`config.mk`:
```
export PLATFORM = sky130hd
export DESIGN_NAME = ddr3_port_arbiter
export DESIGN_NICKNAME = d
export VERILOG_FILES = /design/src/rtl/ddr3_port_arbiter.sv
export SDC_FILE = /design/constraint.sdc
export NUM_CORES = 1
export LEC_CHECK = 0
export BUFFER_PORTS_ARGS = -buffer_cell sky130_fd_sc_hd__buf_2
export CELL_PAD_IN_SITES_DETAIL_PLACEMENT = 0
export CELL_PAD_IN_SITES_GLOBAL_PLACEMENT = 1
export CORE_AREA = 2 2 309 311
export DETAILED_ROUTE_END_ITERATION = 6
export DIE_AREA = 0 0 311 313
export GPL_ROUTABILITY_DRIVEN = 0
export GPL_TIMING_DRIVEN = 0
export PLACE_DENSITY_LB_ADDON = 0.12
export SETUP_SLACK_MARGIN = 0.15
export SLEW_MARGIN = 10
export SYNTH_ARGS = -nofsm -noshare
export SYNTH_HDL_FRONTEND = slang
export SYNTH_SLANG_ARGS = --single-unit
```
`constraint.sdc`:
```
create_clock -name clk -period 2.1 [get_ports clk]
set_input_delay 0.42 -clock clk [delete_from_list [all_inputs] [get_ports clk]]
set_output_delay 0.42 -clock clk [all_outputs]
set_load 0.05 [all_outputs]
```
`src/rtl/ddr3_port_arbiter.sv`:
```
// rtl/ddr3_port_arbiter.sv - two-port arbiter feeding DDR3 request FIFOs, in-order read return routing
// Define ARB_FIXED_PRIO_EN to give port 1 fixed priority instead of round-robin.
module ddr3_port_arbiter #(
  parameter int ADDRESS_WIDTH   = 32,
  parameter int DATA_WIDTH      = 128,
  parameter int MAX_OUTSTANDING = 8
) (
  input  logic                                  clk,
  input  logic                                  rst,
  input  logic                                  en,
  input  logic [1:0]                            req,
  input  logic [1:0]                            we,
  input  logic [2*ADDRESS_WIDTH-1:0]            addr,
  input  logic [2*DATA_WIDTH-1:0]               wdata,
  output logic [1:0]                            gnt,
  output logic [1:0]                            rsp_valid,
  output logic [DATA_WIDTH-1:0]                 rsp_data,
  output logic                                  wr_fifo_push,
  output logic [ADDRESS_WIDTH-1:0]              wr_fifo_addr,
  output logic [DATA_WIDTH-1:0]                 wr_fifo_data,
  input  logic                                  wr_fifo_full,
  output logic                                  rd_fifo_push,
  output logic [ADDRESS_WIDTH-1:0]              rd_fifo_addr,
  input  logic                                  rd_fifo_full,
  input  logic                                  ret_fifo_empty,
  input  logic [DATA_WIDTH-1:0]                 ret_fifo_data,
  output logic                                  ret_fifo_pop,
  output logic [$clog2(MAX_OUTSTANDING+1)-1:0]  outstanding,
  output logic                                  err_orphan
);

  localparam int CW = $clog2(MAX_OUTSTANDING + 1);
  localparam int PW = $clog2(MAX_OUTSTANDING);

  typedef enum logic {ARB, ISSUE} state_t;

  state_t                   state, state_next;
  logic [1:0]               elig;
  logic                     win;
  logic [ADDRESS_WIDTH-1:0] l_addr;
  logic [DATA_WIDTH-1:0]    l_wdata;
  logic                     l_win;
  logic                     tag_mem [MAX_OUTSTANDING];
  logic [PW-1:0]            tag_wr_ptr, tag_rd_ptr;
  logic [CW-1:0]            tag_count;
  logic                     tag_push, tag_pop;
`ifndef ARB_FIXED_PRIO_EN
  logic                     rr_ptr;
`endif

  always_comb begin
    elig = 2'b00;
    for (int p = 0; p < 2; p++) begin
      if (req[p] && en) begin
        if (we[p]) elig[p] = !wr_fifo_full;
        else       elig[p] = !rd_fifo_full && (tag_count < CW'(MAX_OUTSTANDING));
      end
    end
  end

  always_comb begin
    state_next = state;
    gnt        = 2'b00;
`ifdef ARB_FIXED_PRIO_EN
    win = elig[1];
`else
    win = (elig == 2'b11) ? rr_ptr : elig[1];
`endif
    case (state)
      ARB: begin
        if (!rst && (|elig)) begin
          gnt[win]   = 1'b1;
          state_next = ISSUE;
        end
      end
      ISSUE:   state_next = ARB;
      default: state_next = ARB;
    endcase
  end

  always_ff @(posedge clk) begin
    if (rst) begin
      state        <= ARB;
      l_addr       <= '0;
      l_wdata      <= '0;
      l_win        <= 1'b0;
      wr_fifo_push <= 1'b0;
      rd_fifo_push <= 1'b0;
`ifndef ARB_FIXED_PRIO_EN
      rr_ptr       <= 1'b0;
`endif
    end else begin
      state        <= state_next;
      wr_fifo_push <= 1'b0;
      rd_fifo_push <= 1'b0;
      if (|gnt) begin
        l_addr       <= win ? addr[2*ADDRESS_WIDTH-1:ADDRESS_WIDTH] : addr[ADDRESS_WIDTH-1:0];
        l_wdata      <= win ? wdata[2*DATA_WIDTH-1:DATA_WIDTH]      : wdata[DATA_WIDTH-1:0];
        l_win        <= win;
        wr_fifo_push <= we[win];
        rd_fifo_push <= !we[win];
`ifndef ARB_FIXED_PRIO_EN
        rr_ptr       <= ~win;
`endif
      end
    end
  end

  assign wr_fifo_addr = l_addr;
  assign wr_fifo_data = l_wdata;
  assign rd_fifo_addr = l_addr;

  // Return path runs every cycle regardless of the grant FSM.
  assign ret_fifo_pop = !ret_fifo_empty && !rst;
  assign tag_push     = rd_fifo_push;
  assign tag_pop      = ret_fifo_pop && (tag_count != '0);
  assign outstanding  = tag_count;

  always_ff @(posedge clk) begin
    if (rst) begin
      tag_wr_ptr <= '0;
      tag_rd_ptr <= '0;
      tag_count  <= '0;
      rsp_valid  <= 2'b00;
      rsp_data   <= '0;
      err_orphan <= 1'b0;
    end else begin
      rsp_valid <= 2'b00;
      rsp_data  <= '0;
      if (tag_pop) begin
        rsp_valid[tag_mem[tag_rd_ptr]] <= 1'b1;
        rsp_data                       <= ret_fifo_data;
        tag_rd_ptr                     <= tag_rd_ptr + 1'b1;
      end
      if (ret_fifo_pop && (tag_count == '0)) err_orphan <= 1'b1;
      if (tag_push) begin
        tag_mem[tag_wr_ptr] <= l_win;
        tag_wr_ptr          <= tag_wr_ptr + 1'b1;
      end
      tag_count <= tag_count + CW'(tag_push) - CW'(tag_pop);
    end
  end

endmodule

```
* Yosys cells after proc, flatten, opt, wreduce, memory -nomap -nowiden
Memory sizes are Yosys's and may differ from the RTL's. A register that Yosys moved wholly into a read port is not among the register bits. Cells that the tools add are included.
Storage, ports and cells: bits in registers 306, memory bits (writable) 8, input bits 458, memories 1
Operators by class: reductions and logical operators 20, magnitude comparators 5, muxes and demuxes 22, bitwise gates (word level) 4, eq/ne operators 1, add/sub/neg operators 4
Memory list:
- tag_mem | words 8, bits a word 1, rd ports 1, clocked after Yosys merged registers in 1, wr ports 1, line 43 | logic tag_mem [MAX_OUTSTANDING];
Operator list (number):
- 128-bit two-way mux | 1
- 32-bit two-way mux | 1
- 1-bit two-way mux | 13
- 1-bit logical AND | 9
- 2-bit OR reduction | 4
- 3-bit by 1-bit adder with 3-bit output (second input constant) | 2
- 3-bit two-way mux | 2
- 1-bit zero test | 5
- 4-bit by 1-bit adder with 4-bit output | 1
- 4-bit zero test | 1
- 1-bit by 2-bit < comparator with 1-bit output (second input constant) | 2
- 4-bit < comparator (second input constant) | 1
- 2-bit two-way mux | 2
- 1-bit NOT | 4
- 4-bit nonzero test | 1
- 4-bit by 1-bit subtractor with 4-bit output | 1
- 1-bit demux with 1-bit select | 2
- 2-bit == test (second input constant) | 1
- 1-bit greater-or-equal comparator (second input constant) | 2
- 1-bit one-hot mux with 2 select lines | 1

* Longest topological paths before layout
word-level depth 15, depth in mapped cells 12, gate-level depth less buffers 11

* Worst setup path before layout
Ideal clock, no wire load.
path kind register to output, start point register tag_count[3], in the netlist outstanding[3], end point output port gnt[1], setup slack -1039 ps, arrival time 2719 ps, stages on the path, launching flop included 5, path through dfxtp_1 or3_1 a2111oi_4 nor2_1 nor3_1
On the way: word-level cells in the longest chain between the ends 12
RTL lines:
- from (decl) | line 45 | logic [CW-1:0] tag_count;
- from (signal assigned) | line 140 | tag_count <= tag_count + CW'(tag_push) - CW'(tag_pop);
- 4-bit < comparator (*) | line 56 | else elig[p] = !rd_fifo_full && (tag_count < CW'(MAX_OUTSTANDING));
- 1-bit logical AND (*) | line 56
- 1-bit two-way mux | line 55 | if (we[p]) elig[p] = !wr_fifo_full;
- 1-bit two-way mux | line 54 | if (req[p] && en) begin
- 2-bit == test | line 67 | win = (elig == 2'b11) ? rr_ptr : elig[1];
- 1-bit two-way mux | line 67
- 1-bit by 2-bit < comparator with 1-bit output (not written as such) / 1-bit greater-or-equal comparator (equally long branches) | line 72 | gnt[win] = 1'b1;
- 1-bit logical AND (not written as such) | line 72
- 1-bit two-way mux (not written as such) | line 72
- 1-bit demux with 1-bit select | line 72
- 2-bit two-way mux (*) | line 71 | if (!rst && (|elig)) begin
- 2-bit two-way mux (*) | line 69 | case (state)
- to (decl) | line 15 | output logic [1:0] gnt,
Mark *: on every way between the ends. The rest lies on a longest branch, timed or not.

* Final worst setup path
start point register tag_count[3], in the netlist outstanding[3], end point output port gnt[0]
Same word-level chain as after synthesis.

==> metrics.md <==
| Metric | Value |
|---|---|
| Top Layer Used | met5 |
| WP data arrival | approximately 2.3 ns |
| Root buf cell | clkbuf_16 |
| Post-route ant nets | 0 |
| # placed instances | 3596 |
| Tightest Hold Check Type | in2reg |
| Post-synth top area share | 46.9% |
| CP max FO | 10 |
| FP Rows | 113 |
| P_leak | 11.0 nW |
| CP Data Required Time | ~1.7 ns |
| DRC Markers | 0 |
| Final Non-Filler Cells | 3858 |
| Wl on met1 | around 32000 um |
| Sw Share | 38.8% |
| Cell Int Power | 14.0 mW |
| I/O Buffers | 789 |
| #FFs+latches synth | 317 |
| Slowest cell on crit path | or3_4 |
| Ys Warns | 0 |
| Failing checks | setup timing |
| Reg-to-Reg End | rd_fifo_addr[8] |
| Status | finished, violations left |
| Wire per inst | roughly 21 um |
| Routed WL | 81300 um |
| CP most frequent cell | nor2_4 |
| Critical R2R Launch | outstanding[3] |
| Iter 0 DRT Violations | approximately 740 |
| Element type at the critical path start | flip-flop |
| Crit path cell chain | or3_4 -> a211oi_4 -> clkbuf_8 -> clkbuf_16 -> nor2_4 -> nor2_4 -> buf_8 |
| Post-synthesis net count | 2006 |
| Final setup slack of the worst path | -0.599 ns |
| Largest net degree at the start of global routing | 14 |
| RSZ-0062 raised after global routing | true |
| Count leader, synth | dfxtp_1 |
| Clock skew | between 0.02 and 0.03 ns |
| Clock share of power | 33.5% |
| Post-synth EDFFs | 8 |
| R2R Setup Slk | -0.33 ns |
| Synth Area in Adders | less than 1% |
| Kind of critical path | reg2out |
| CORE AREA | approximately 94000 um2 |
| Via density per instance | 4.08 |
| GRT Total Usage | 15.6% |
| Slew headroom | 43.6% |
| Post-synth top flop | dfxtp_1 |
| Sequential-to-total area share from yosys stat | 48.7% |
| Post-Synth XOR/XNOR Area | less than 1% |
| Dpl hpwl | 60700 um |
| CTS tree | yes |
| Io pins | 790 |
| H-tree depth | 2 |
| Synth cell types | 35 |
| Wire length on met2 | around 42000 um |
| WL met3 | between 5000 and 6000 um |
| Clk Latency, worst-skew pair | approximately 0.60 ns |
| Post-Synthesis Cells | 1541 |
| Compound-cell area share of the yosys netlist | between 10% and 20% |
| Max Cap Violations | 0 |
| Fillers | 10496 |
| Initial Util | 14.0% |
| Cell Area, Synth | 13200 um2 |
| CP Capture Type | output port |
| DIE WIDTH | 311 um |
| Initial antenna violation count | 24 |
| Max-slew violation count | 0 |
| Num CTS Buffers | 44 |
| Synth async-reset ratio | 0% |
| Pre-CTS setup slack | -1.59 ns |
| Layout Utilization | 25.2% |
| Min Tclk post-route | 2.70 ns |
| Part of the power in combinational logic | 35.2% |
| Total net switching power | ~8.9 mW |
| Cell accounting for the most synthesized area | dfxtp_1 |
| Clock-pin slew on the worst setup and hold paths | 0.06 ns |
| CP Launch Point | outstanding[3] |
| Final hold vios | 0 |
| Reg power frac | 31.4% |
| Slew @ Worst Pin | approximately 0.85 ns |
| Main combinational cell family by area after synthesis | simple AND/OR/NAND/NOR gates |
| Power density cells | around 970 nW/um2 |
| Fin crit share | 129% |
| Area growth syn-to-layout | 79.6% |
| Vias in the first global route | 16332 |
| Layout cells sized above 1 | 44.1% |
| Cells on worst reg2reg path | 11 |
| Fmax | 0.370 GHz |
| Max VDD drop | about 0.44 mV |
| First-pass iteration count of the detailed router | 5 |
| Die H | 313 um |
| Clock Path Buffers | 3 |
| Overflow after GRT | 0 |
| Post-Synth Simple-Gate Area | 27.9% |
| Global-route wire length before repair | 113000 um |
| Routed vias | 15731 |
| Final setup viols | 169 |
| CP peak stage delay | 0.42 ns |
| Final-stage net count | 3013 |
| Clock sinks | 317 |
| Syn_area_per_cell | 8.56 um2 |
| Die area | 97300 um2 |
| Mux contribution to synthesized area | less than 1% |
| Synth area leaders | dfxtp_1 47%, nor2b_1 7.6%, a31oi_1 7.6% |
| Post-synth top cells | 309 x dfxtp_1, 163 x nor3_1, 162 x nand3_1, 162 x o21ai_0, 161 x nor2b_1 |
| Worst Setup EP | gnt[0] |
per-stage QoR:
step | area (um2) | hold WS (ns) | TNS (ns) | power [mW]
detailed placement | 18900 | 0.491 | -304.99 | 14.3
CTS | 22900 | 0.0000705 | -20.78 | 22.9
global route | 23700 | 0.0275 | -61.34 | 24.0
global placement | 18900 | 0.459 | -324.99 | 14.3
finish | 23700 | 0.0644 | -43.50 | 22.9
floorplan | 13300 | 0.472 | -0.458 | 12.0
layout by cell type (no fill, tap or decap), types with 9 or more instances in the layout:
cell type,count
a31oi_1,159
and3_1,125
buf_12,28
buf_16,9
buf_2,786
buf_4,57
buf_6,21
buf_8,19
clkbuf_1,56
clkbuf_16,73
clkbuf_2,45
clkbuf_8,21
dfxtp_1,304
diode_2,12
dlygate4sd3_1,106
nand3_1,161
nor2_1,21
nor2b_1,161
nor3_1,147
nor3_2,14
o21ai_0,154
registers in the layout, indices dropped and copies added (netlist names), named ones only:
name / flops
err_orphan: 1
tag_wr_ptr: 3
l_win: 1
state: 1
rd_fifo_push: 1
rsp_valid: 2
tag_rd_ptr: 3
tag_mem: 8
wr_fifo_push: 1
rsp_data: 128
wr_fifo_data: 128
rd_fifo_addr: 32
rr_ptr: 1
outstanding: 4
metal layers:
layer | GRT usage, % | up-vias
li1 | - | 7552
met1 | 17.4 | 7494
met2 | 28.6 | 546
met3 | 4.53 | 115
met4 | 4.61 | 24
met5 | 0 | -
power by group through the flow:
stage	Clock [mW]	Combinational, mW	Sequential, mW
global route	8.20	8.56	7.26
finish	7.67	8.05	7.18
global placement	0	7.03	7.30
CTS	8.02	7.70	7.19
detailed placement	0	7.01	7.32
floorplan	0	2.19	9.77
worst max-delay path, delay by kind of cell (launching register included):
kind                   cells  cell delay, ns
AO/OA/AOI/OAI              1            0.23
AND/OR/NAND/NOR            3            0.56
buffers and inverters      3            0.51
flip-flops                 1            0.38
cell families (layout without fill, tap and decap cells):
| group | count (synthesis) | count (layout) |
|---|---|---|
| XOR/XNOR | 6 | 6 |
| AO/OA/AOI/OAI | 333 | 333 |
| other | 0 | 12 |
| flip-flops | 317 | 317 |
| adder cells (fa/ha/maj) | 7 | 7 |
| buffers and inverters | 209 | 1249 |
| AND/OR/NAND/NOR | 665 | 665 |
| multiplexers | 4 | 4 |
worst min-delay path by stage:
stage,slack [ns],startpoint,cells past startpoint,endpoint
3_3_place_gp,0.46,err_orphan,2,err_orphan
6_report,0.06,ret_fifo_data[92],2,rsp_data[92]
2_1_floorplan,0.47,tag_rd_ptr[2],2,flip-flop
3_5_place_dp,0.49,err_orphan,2,err_orphan
5_1_grt,0.03,ret_fifo_data[92],2,rsp_data[92]
4_1_cts,0.00007,ret_fifo_data[38],2,rsp_data[38]
repair_timing:
item	4_1_cts	5_1_grt
setup buffers	33	9
hold endpoints to repair	106	0
cloned	9	17
gates resized for setup	278	78
hold buffers	106	0
endpoints found under the setup margin	274	252
pin swaps	16	5
layout make-up:
type / instances / area, um2 / share of cell area [%]
Buffer: 200 / 1860 / 7.86
Inverter: 6 / 35.0 / 0.148
Timing Repair Buffer: 964 / 6210 / 26.2
Multi-Input combinational cell: 1015 / 6070 / 25.6
Clock buffer: 64 / 1280 / 5.39
Antenna cell: 12 / 30.0 / 0.127
Sequential cell: 317 / 6440 / 27.2
Clock inverter: 15 / 183 / 0.771
Tap cell: 1265 / 1580 / 6.68
Note: power is estimated with default switching activity, not from simulation.
